<file path="config.mk">
export PLATFORM = sky130hd
export DESIGN_NAME = tf_stage3_aligner_flat
export DESIGN_NICKNAME = d
export VERILOG_FILES = /design/src/rtl/tf_stage3_aligner_if.sv /design/src/rtl/tf_stage3_aligner.sv /design/src/flat_wrapper.sv
export SDC_FILE = /design/constraint.sdc
export NUM_CORES = 1
export LEC_CHECK = 0
export BUFFER_PORTS_ARGS = -buffer_cell sky130_fd_sc_hd__clkbuf_2
export CORE_MARGIN = 2
export CORE_UTILIZATION = 50
export DETAILED_ROUTE_END_ITERATION = 10
export PLACE_DENSITY = 0.7
export SETUP_SLACK_MARGIN = 0.4
export SLEW_MARGIN = 20
export SYNTH_ARGS = -nofsm -noshare
export SYNTH_HDL_FRONTEND = slang
export SYNTH_SLANG_ARGS = --single-unit
</file>
<file path="constraint.sdc">
create_clock -name clk -period 10.2 [get_ports clk]
set_input_delay 3.06 -clock clk [delete_from_list [all_inputs] [get_ports clk]]
set_output_delay 3.06 -clock clk [all_outputs]
set_load 0.005 [all_outputs]
</file>
<file path="src/rtl/tf_stage3_aligner_if.sv">
// Bundle of the stage-3 aligner's streaming, provider and output signals.
// The aligner itself uses the slave modport; the surrounding environment uses master.
interface tf_stage3_aligner_if #(
    parameter int float_len = 32
);
    logic [2*float_len-1:0] din_data;
    logic                   din_valid;
    logic                   din_ready;
    logic                   tf_en;
    logic [2*float_len-1:0] tf_data;
    logic                   tf_valid;
    logic [2*float_len-1:0] dout_data;
    logic [2*float_len-1:0] dout_tf;
    logic                   dout_first;
    logic                   dout_last;
    logic                   dout_valid;
    logic                   dout_ready;
    logic                   err_align;

    modport slave (
        input  din_data, din_valid, tf_data, tf_valid, dout_ready,
        output din_ready, tf_en, dout_data, dout_tf, dout_first, dout_last,
               dout_valid, err_align
    );

    modport master (
        output din_data, din_valid, tf_data, tf_valid, dout_ready,
        input  din_ready, tf_en, dout_data, dout_tf, dout_first, dout_last,
               dout_valid, err_align
    );
endinterface

</file>
<file path="src/rtl/tf_stage3_aligner.sv">
// Pairs each accepted sample with the twiddle returned one cycle later and
// queues the pairs, tagged with frame first/last, in a small FWFT FIFO.
module tf_stage3_aligner #(
    parameter int float_len     = 32,
    parameter int bram_addr_len = 13,
    parameter int FIFO_DEPTH    = 4,
    parameter int FIFO_AW       = 2
) (
    input  logic                 clk,
    input  logic                 rst,
    tf_stage3_aligner_if.slave   io
);
    localparam int W = 2 * float_len;
    localparam logic [bram_addr_len-1:0] IDX_LAST  = '1;
    localparam logic [FIFO_AW+1:0]       DEPTH_OCC = (FIFO_AW+2)'(FIFO_DEPTH);
    localparam logic [FIFO_AW:0]         DEPTH_CNT = (FIFO_AW+1)'(FIFO_DEPTH);

    logic                     acc;
    logic                     ready;
    logic [FIFO_AW+1:0]       occupancy;
    logic                     s1_valid;
    logic                     s1_first;
    logic                     s1_last;
    logic [W-1:0]             s1_data;
    logic [bram_addr_len-1:0] idx;
    logic                     err_q;

    logic [W-1:0]             mem_data  [FIFO_DEPTH];
    logic [W-1:0]             mem_tf    [FIFO_DEPTH];
    logic                     mem_first [FIFO_DEPTH];
    logic                     mem_last  [FIFO_DEPTH];
    logic [FIFO_AW-1:0]       wr_ptr;
    logic [FIFO_AW-1:0]       rd_ptr;
    logic [FIFO_AW:0]         count;
    logic                     push;
    logic                     pop;
    logic                     not_empty;

    // Admission counts the pair still in s1 and ignores a same-cycle pop,
    // so a push can never land on a full FIFO.
    always_comb begin
        occupancy = {1'b0, count} + {{(FIFO_AW+1){1'b0}}, s1_valid};
        ready     = occupancy < DEPTH_OCC;
        acc       = io.din_valid & ready;
        not_empty = count != '0;
        push      = s1_valid;
        pop       = not_empty & io.dout_ready;
    end

    assign io.din_ready  = ready;
    assign io.tf_en      = acc;
    assign io.dout_valid = not_empty;
    assign io.dout_data  = mem_data[rd_ptr];
    assign io.dout_tf    = mem_tf[rd_ptr];
    assign io.dout_first = not_empty & mem_first[rd_ptr];
    assign io.dout_last  = not_empty & mem_last[rd_ptr];
    assign io.err_align  = err_q;

    always_ff @(posedge clk) begin
        if (rst) begin
            s1_valid <= 1'b0;
            idx      <= '0;
            err_q    <= 1'b0;
        end else begin
            s1_valid <= acc;
            if (acc) begin
                idx <= idx + 1'b1;
            end
            if (s1_valid && !io.tf_valid) begin
                err_q <= 1'b1;
            end
        end
    end

    always_ff @(posedge clk) begin
        if (acc) begin
            s1_data  <= io.din_data;
            s1_first <= idx == '0;
            s1_last  <= idx == IDX_LAST;
        end
    end

    always_ff @(posedge clk) begin
        if (push) begin
            mem_data[wr_ptr]  <= s1_data;
            mem_tf[wr_ptr]    <= io.tf_data;
            mem_first[wr_ptr] <= s1_first;
            mem_last[wr_ptr]  <= s1_last;
        end
    end

    always_ff @(posedge clk) begin
        if (rst) begin
            wr_ptr <= '0;
            rd_ptr <= '0;
            count  <= '0;
        end else begin
            if (push) begin
                wr_ptr <= wr_ptr + 1'b1;
            end
            if (pop) begin
                rd_ptr <= rd_ptr + 1'b1;
            end
            case ({push, pop})
                2'b10:   count <= count + 1'b1;
                2'b01:   count <= count - 1'b1;
                default: count <= count;
            endcase
        end
    end

    no_push_when_full: assert property (
        @(posedge clk) disable iff (rst) !(push && count == DEPTH_CNT)
    );
endmodule
</file>
<file path="src/flat_wrapper.sv">
// flat-port wrapper written by rule: the top's interface ports become plain ports
module tf_stage3_aligner_flat 
#(
    parameter int float_len     = 32,
    parameter int bram_addr_len = 13,
    parameter int FIFO_DEPTH    = 4,
    parameter int FIFO_AW       = 2
)
  (clk, rst, io_din_data, io_din_valid, io_tf_data, io_tf_valid, io_dout_ready, io_din_ready, io_tf_en, io_dout_data, io_dout_tf, io_dout_first, io_dout_last, io_dout_valid, io_err_align);
  tf_stage3_aligner_if #(.float_len(float_len)) io_i ();
  input  logic clk;
  input  logic rst;
  input wire logic [$bits(io_i.din_data)-1:0] io_din_data;
  input wire logic [$bits(io_i.din_valid)-1:0] io_din_valid;
  input wire logic [$bits(io_i.tf_data)-1:0] io_tf_data;
  input wire logic [$bits(io_i.tf_valid)-1:0] io_tf_valid;
  input wire logic [$bits(io_i.dout_ready)-1:0] io_dout_ready;
  output wire logic [$bits(io_i.din_ready)-1:0] io_din_ready;
  output wire logic [$bits(io_i.tf_en)-1:0] io_tf_en;
  output wire logic [$bits(io_i.dout_data)-1:0] io_dout_data;
  output wire logic [$bits(io_i.dout_tf)-1:0] io_dout_tf;
  output wire logic [$bits(io_i.dout_first)-1:0] io_dout_first;
  output wire logic [$bits(io_i.dout_last)-1:0] io_dout_last;
  output wire logic [$bits(io_i.dout_valid)-1:0] io_dout_valid;
  output wire logic [$bits(io_i.err_align)-1:0] io_err_align;
  assign io_i.din_data = io_din_data;
  assign io_i.din_valid = io_din_valid;
  assign io_i.tf_data = io_tf_data;
  assign io_i.tf_valid = io_tf_valid;
  assign io_i.dout_ready = io_dout_ready;
  assign io_din_ready = io_i.din_ready;
  assign io_tf_en = io_i.tf_en;
  assign io_dout_data = io_i.dout_data;
  assign io_dout_tf = io_i.dout_tf;
  assign io_dout_first = io_i.dout_first;
  assign io_dout_last = io_i.dout_last;
  assign io_dout_valid = io_i.dout_valid;
  assign io_err_align = io_i.err_align;
  tf_stage3_aligner #(.float_len(float_len), .bram_addr_len(bram_addr_len), .FIFO_DEPTH(FIFO_DEPTH), .FIFO_AW(FIFO_AW)) u_core (.clk(clk), .rst(rst), .io(io_i));
endmodule
</file>
## Yosys cells after proc, flatten, opt, wreduce, memory -nomap -nowiden

Memories as Yosys holds them, arrays and structs flattened. A register that Yosys moved wholly into a read port is not among the register bits.
Index checks and enable logic that the tools add are counted.

| word-level totals | value |
|---|---|
| bits in registers | 88 |
| memory bits (writable) | 520 |
| input port bits | 133 |
| output and inout bits | 134 |
| logic and storage cells | 43 |
| memories kept | 4 |

Memories:

| name | words | bits a word | rd ports | clocked after Yosys merged registers in | write ports | RTL line | source |
|---|---|---|---|---|---|---|---|
| u_core.mem_data | 4 | 64 | 1 | 1 | 1 | tf_stage3_aligner.sv:28 | `logic [W-1:0] mem_data [FIFO_DEPTH];` |
| u_core.mem_tf | 4 | 64 | 1 | 1 | 1 | tf_stage3_aligner.sv:29 | `logic [W-1:0] mem_tf [FIFO_DEPTH];` |
| u_core.mem_first | 4 | 1 | 1 | 1 | 1 | tf_stage3_aligner.sv:30 | `logic mem_first [FIFO_DEPTH];` |
| u_core.mem_last | 4 | 1 | 1 | 1 | 1 | tf_stage3_aligner.sv:31 | `logic mem_last [FIFO_DEPTH];` |

| operators by class | value |
|---|---|
| $add $sub $neg | 6 |
| $lt $le $gt $ge | 1 |
| equal/unequal tests | 3 |
| mux-type cells | 11 |
| bitwise gates (word level) | 4 |
| reduce and logical (&&, ||, !) cells | 5 |

Operators with widths:

| kind | number |
|---|---|
| $mux W2 | 8 |
| $add A13 B1 Y13 const B | 1 |
| $eq A13 B13 Y1 const B | 1 |
| $logic_not A13 Y1 | 1 |
| $pmux W3 S2 | 1 |
| $add A2 B1 Y2 const B | 2 |
| $add A3 B1 Y4 | 1 |
| $and A1 B1 Y1 | 4 |
| $lt A4 B3 Y1 const B | 1 |
| $add A3 B1 Y3 const B | 1 |
| $reduce_bool A3 Y1 | 1 |
| $sub A3 B1 Y3 const B | 1 |
| $eq A2 B1 Y1 const B | 1 |
| $eq A2 B2 Y1 const B | 1 |
| $mux W1 | 2 |
| $reduce_bool A2 Y1 | 1 |
| $logic_and A1 B1 Y1 | 1 |
| $logic_not A1 Y1 | 1 |

## Longest topological paths before layout

| depth | value |
|---|---|
| depth after elaboration | 4 |
| mapped depth | 8 |
| gate-level depth less buffers | 8 |

## Worst setup path before layout

OpenSTA, ideal clock, no wires.

| path | value |
|---|---|
| kind | input port to output port |
| start point | input io_din_valid |
| end point | output io_tf_en |
| arrival time | 4.776 ns |
| required time | 7.140 ns |
| setup slack | 2.364 ns |
| cell stages on the path | 3 |
| buffers on the path | 1 |
| path through | clkbuf_1 > nand2_2 > inv_1 |

| between the ends | value |
|---|---|
| word-level cells in the longest chain between the ends | 1 |

RTL lines:

| item | RTL line | source |
|---|---|---|
| start, declared | flat_wrapper.sv:14 | `input wire logic [$bits(io_i.din_valid)-1:0] io_din_valid;` |
| $and A1 B1 Y1 | tf_stage3_aligner.sv:44 | `acc = io.din_valid & ready;` |
| end, declared | flat_wrapper.sv:19 | `output wire logic [$bits(io_i.tf_en)-1:0] io_tf_en;` |

No other way between the ends.

## Final worst setup path

Same ends and word-level chain as after synthesis.

==> qor.csv <==
metric;value;unit
min-delay worst type;register to register;
Worst EP required;7140;ps
GRT Residual Overflow;0;
CTS tree;yes;
Total Nets Final;1328;
M2 GR Usage;29.4;%
fin. max-slew vios;0;
final setup fails;0;
worst skew pair latency;600;ps
crit path launch type;primary input;
synthesized netlist cell count;881;
CP top delay family;buffers and inverters;
largest cells by area after synthesis;edfxtp_1, mux4_2, dfxtp_1;
Routed Antenna Nets;0;
final wirelength;40.5;mm
vias in the first global route;10400;
Most Used Layer, Global Route;met2;
die height;213;um
part of the cycle the worst path needs;71.8;%
Worst-Margin Slew;1060;ps
cell mode on critical path;clkbuf_2;
leading area contributor after synthesis;edfxtp_1;
#FFs+latches synth;610;
mapped cell area;21800;sq um
Vias;9813;
syn nets;1022;
initial drt markers;636;
CP max-delay cell;clkinv_2;
Power Total;6.22;mW
CTS root buf;clkbuf_16;
PostCTS Resize Cnt;0;
Sink Count;610;
commonest non-fill, non-tap cells in the layout;edfxtp_1, clkbuf_2, mux4_2;
CTS Buf Count;59;
DRC;0;
Worst VDD drop;0.000211;V
starting density of the core;50.7;%
Max-Cap Viols;0;
fraction of layout cells with a size suffix above 1;40.8;%
relative max-transition margin;29.0;%
Mapped Avg Cell Area;24.8;sq um
Ports;267;
crit path cell chain;clkbuf_2, nand2_2, clkinv_2, clkbuf_2;
total track usage;18.0;%
Critical path buffers and inverters;3;
global routing usage on met1;23.6;%
clk slew on worst S/H paths;60;ps
First-pass DRT Iterations;4;
CP max FO;31;
CP arrival;4260;ps
GP Congestion;0.753;
post-synth top area share;80.6;%
fmax;0.137;GHz
Worst path max stage delay;560;ps
Synth cell types;31;
Syn. warnings;0;
Hold WS;483;ps
H-tree levels;2;
Final HPWL DP;23.2;mm
Cell Rows;76;
Clock Tree Buf Depth;3;
outcome;finished clean;
Setup Fix Bufs, Post-CTS;0;
commonest non-fill, non-tap cell in the layout;edfxtp_1;
Seq/Total Area, Yosys;82.8;%
Final Hold Fails;0;
PortBufs;266;
global-route wire length before repair;60.2;mm
largest net degree at the start of global routing;81;
layout overhead on the synthesized area;18.8;%
count of hold-fix buffers inserted at cts;0;
Leakage;8.64;nW
clk_skew;18.5;ps
fin crit period;7320;ps
RSZ-0062 raised after global routing;false;
Avg WL per Cell;22.2;um
Vias/cell;5.38;
antenna violations before repair;8;
cell area power density;240;nW/um^2
CP endpoint kind;primary output;
Die ar.;45400;sq um
final setup TNS;0;ps
Setup CP Type;primary input to primary output;
DIE WIDTH;213;um
core area;43100;sq um
GR Util met3;4.56;%
## cells by family (layout without fill, tap and decap cells)
kind of cell	after synthesis	count (layout)	synth area share, %
xor+xnor	11	11	0.441
buf+inv	43	398	0.854
fa+ha+maj	8	8	0.493
flops	610	610	82.8
mux	131	131	13.5
other cells	0	4	0
simple gates	60	60	1.47
compound gates	18	18	0.510
## Yosys cell counts
cell type / number
nor2_1: 16
inv_1: 10
nand3_1: 7
a21oi_1: 10
a31oi_4: 1
and3_1: 3
clkbuf_1: 16
and2_1: 8
and4_1: 1
nor4b_1: 1
nand2_1: 7
buf_6: 1
o21ai_0: 5
edfxtp_1: 586
mux4_2: 130
or4_1: 2
or3_1: 6
nor4_1: 2
dfxtp_1: 24
nand4_1: 4
nor3_1: 1
o31ai_1: 2
buf_2: 14
xnor2_1: 3
fa_1: 1
xor2_1: 8
buf_1: 2
nand2_2: 1
ha_1: 7
mux2i_1: 1
nand4_2: 1
## report_power, final
group | switching, mW | internal [mW] | total [mW]
Combinational | 0.453 | 0.491 | 0.944
Sequential | 0.0900 | 2.93 | 3.02
Clock | 0.874 | 1.39 | 2.26
Total | 1.42 | 4.80 | 6.22
## tightest hold or removal path: cells and delay by family (launching register included)
| kind | cells | cell delay (ps) |
|---|---|---|
| flops | 1 | 330 |
| compound gates | 1 | 40 |
| simple gates | 1 | 70 |
## through the flow
stage | std cells | instance area [sq um] | worst slack [ps] | utilization (%)
2_1_floorplan | 881 | 21800 | 2360 | -
3_3_place_gp | 1711 | 23900 | 2850 | 55.4
3_5_place_dp | 1711 | 23900 | 2830 | 55.4
4_1_cts | 1821 | 25900 | 2820 | 60.2
5_1_grt | 1825 | 25900 | 2780 | 60.2
6_report | 1825 | 25900 | 2880 | 60.2
## path summary, 6_finish.rpt
kind              slack [ps]                    to  cells past startpoint                 from
setup / recovery        2880              io_tf_en                      4         io_din_valid
hold / removal           480   u_core.io.err_align                      2  u_core.io.err_align
setup reg to reg        7090  u_core.mem_tf[0][33]                      3          u_core.push
hold reg to reg          480   u_core.io.err_align                      2  u_core.io.err_align
## sequential cells by signal (all words and copies together) (netlist names), named ones only
signal               count
u_core.idx              13
u_core.count             3
u_core.mem_tf          256
u_core.mem_data        256
u_core.rd_ptr            2
u_core.push              1
u_core.io.err_align      1
u_core.s1_first          1
u_core.s1_data          64
u_core.wr_ptr            2
u_core.mem_first         4
u_core.s1_last           1
u_core.mem_last          4
## area by class of cell
type | instances | area (sq um)
inverter | 10 | 38.8
tap | 585 | 732
clock buffer | 74 | 1610
fill | 3060 | 17100
multi-input combinational | 228 | 3580
antenna | 4 | 10.0
clock inverter | 36 | 449
sequential | 610 | 18100
timing repair buffer | 278 | 1430
## per-layer routing
layer,vias up,wire [um]
met4,8,1040
met3,65,2710
met5,-,66
met1,5122,16700
li1,4347,-
met2,271,19900
Note: power is estimated with default switching activity, not from simulation.
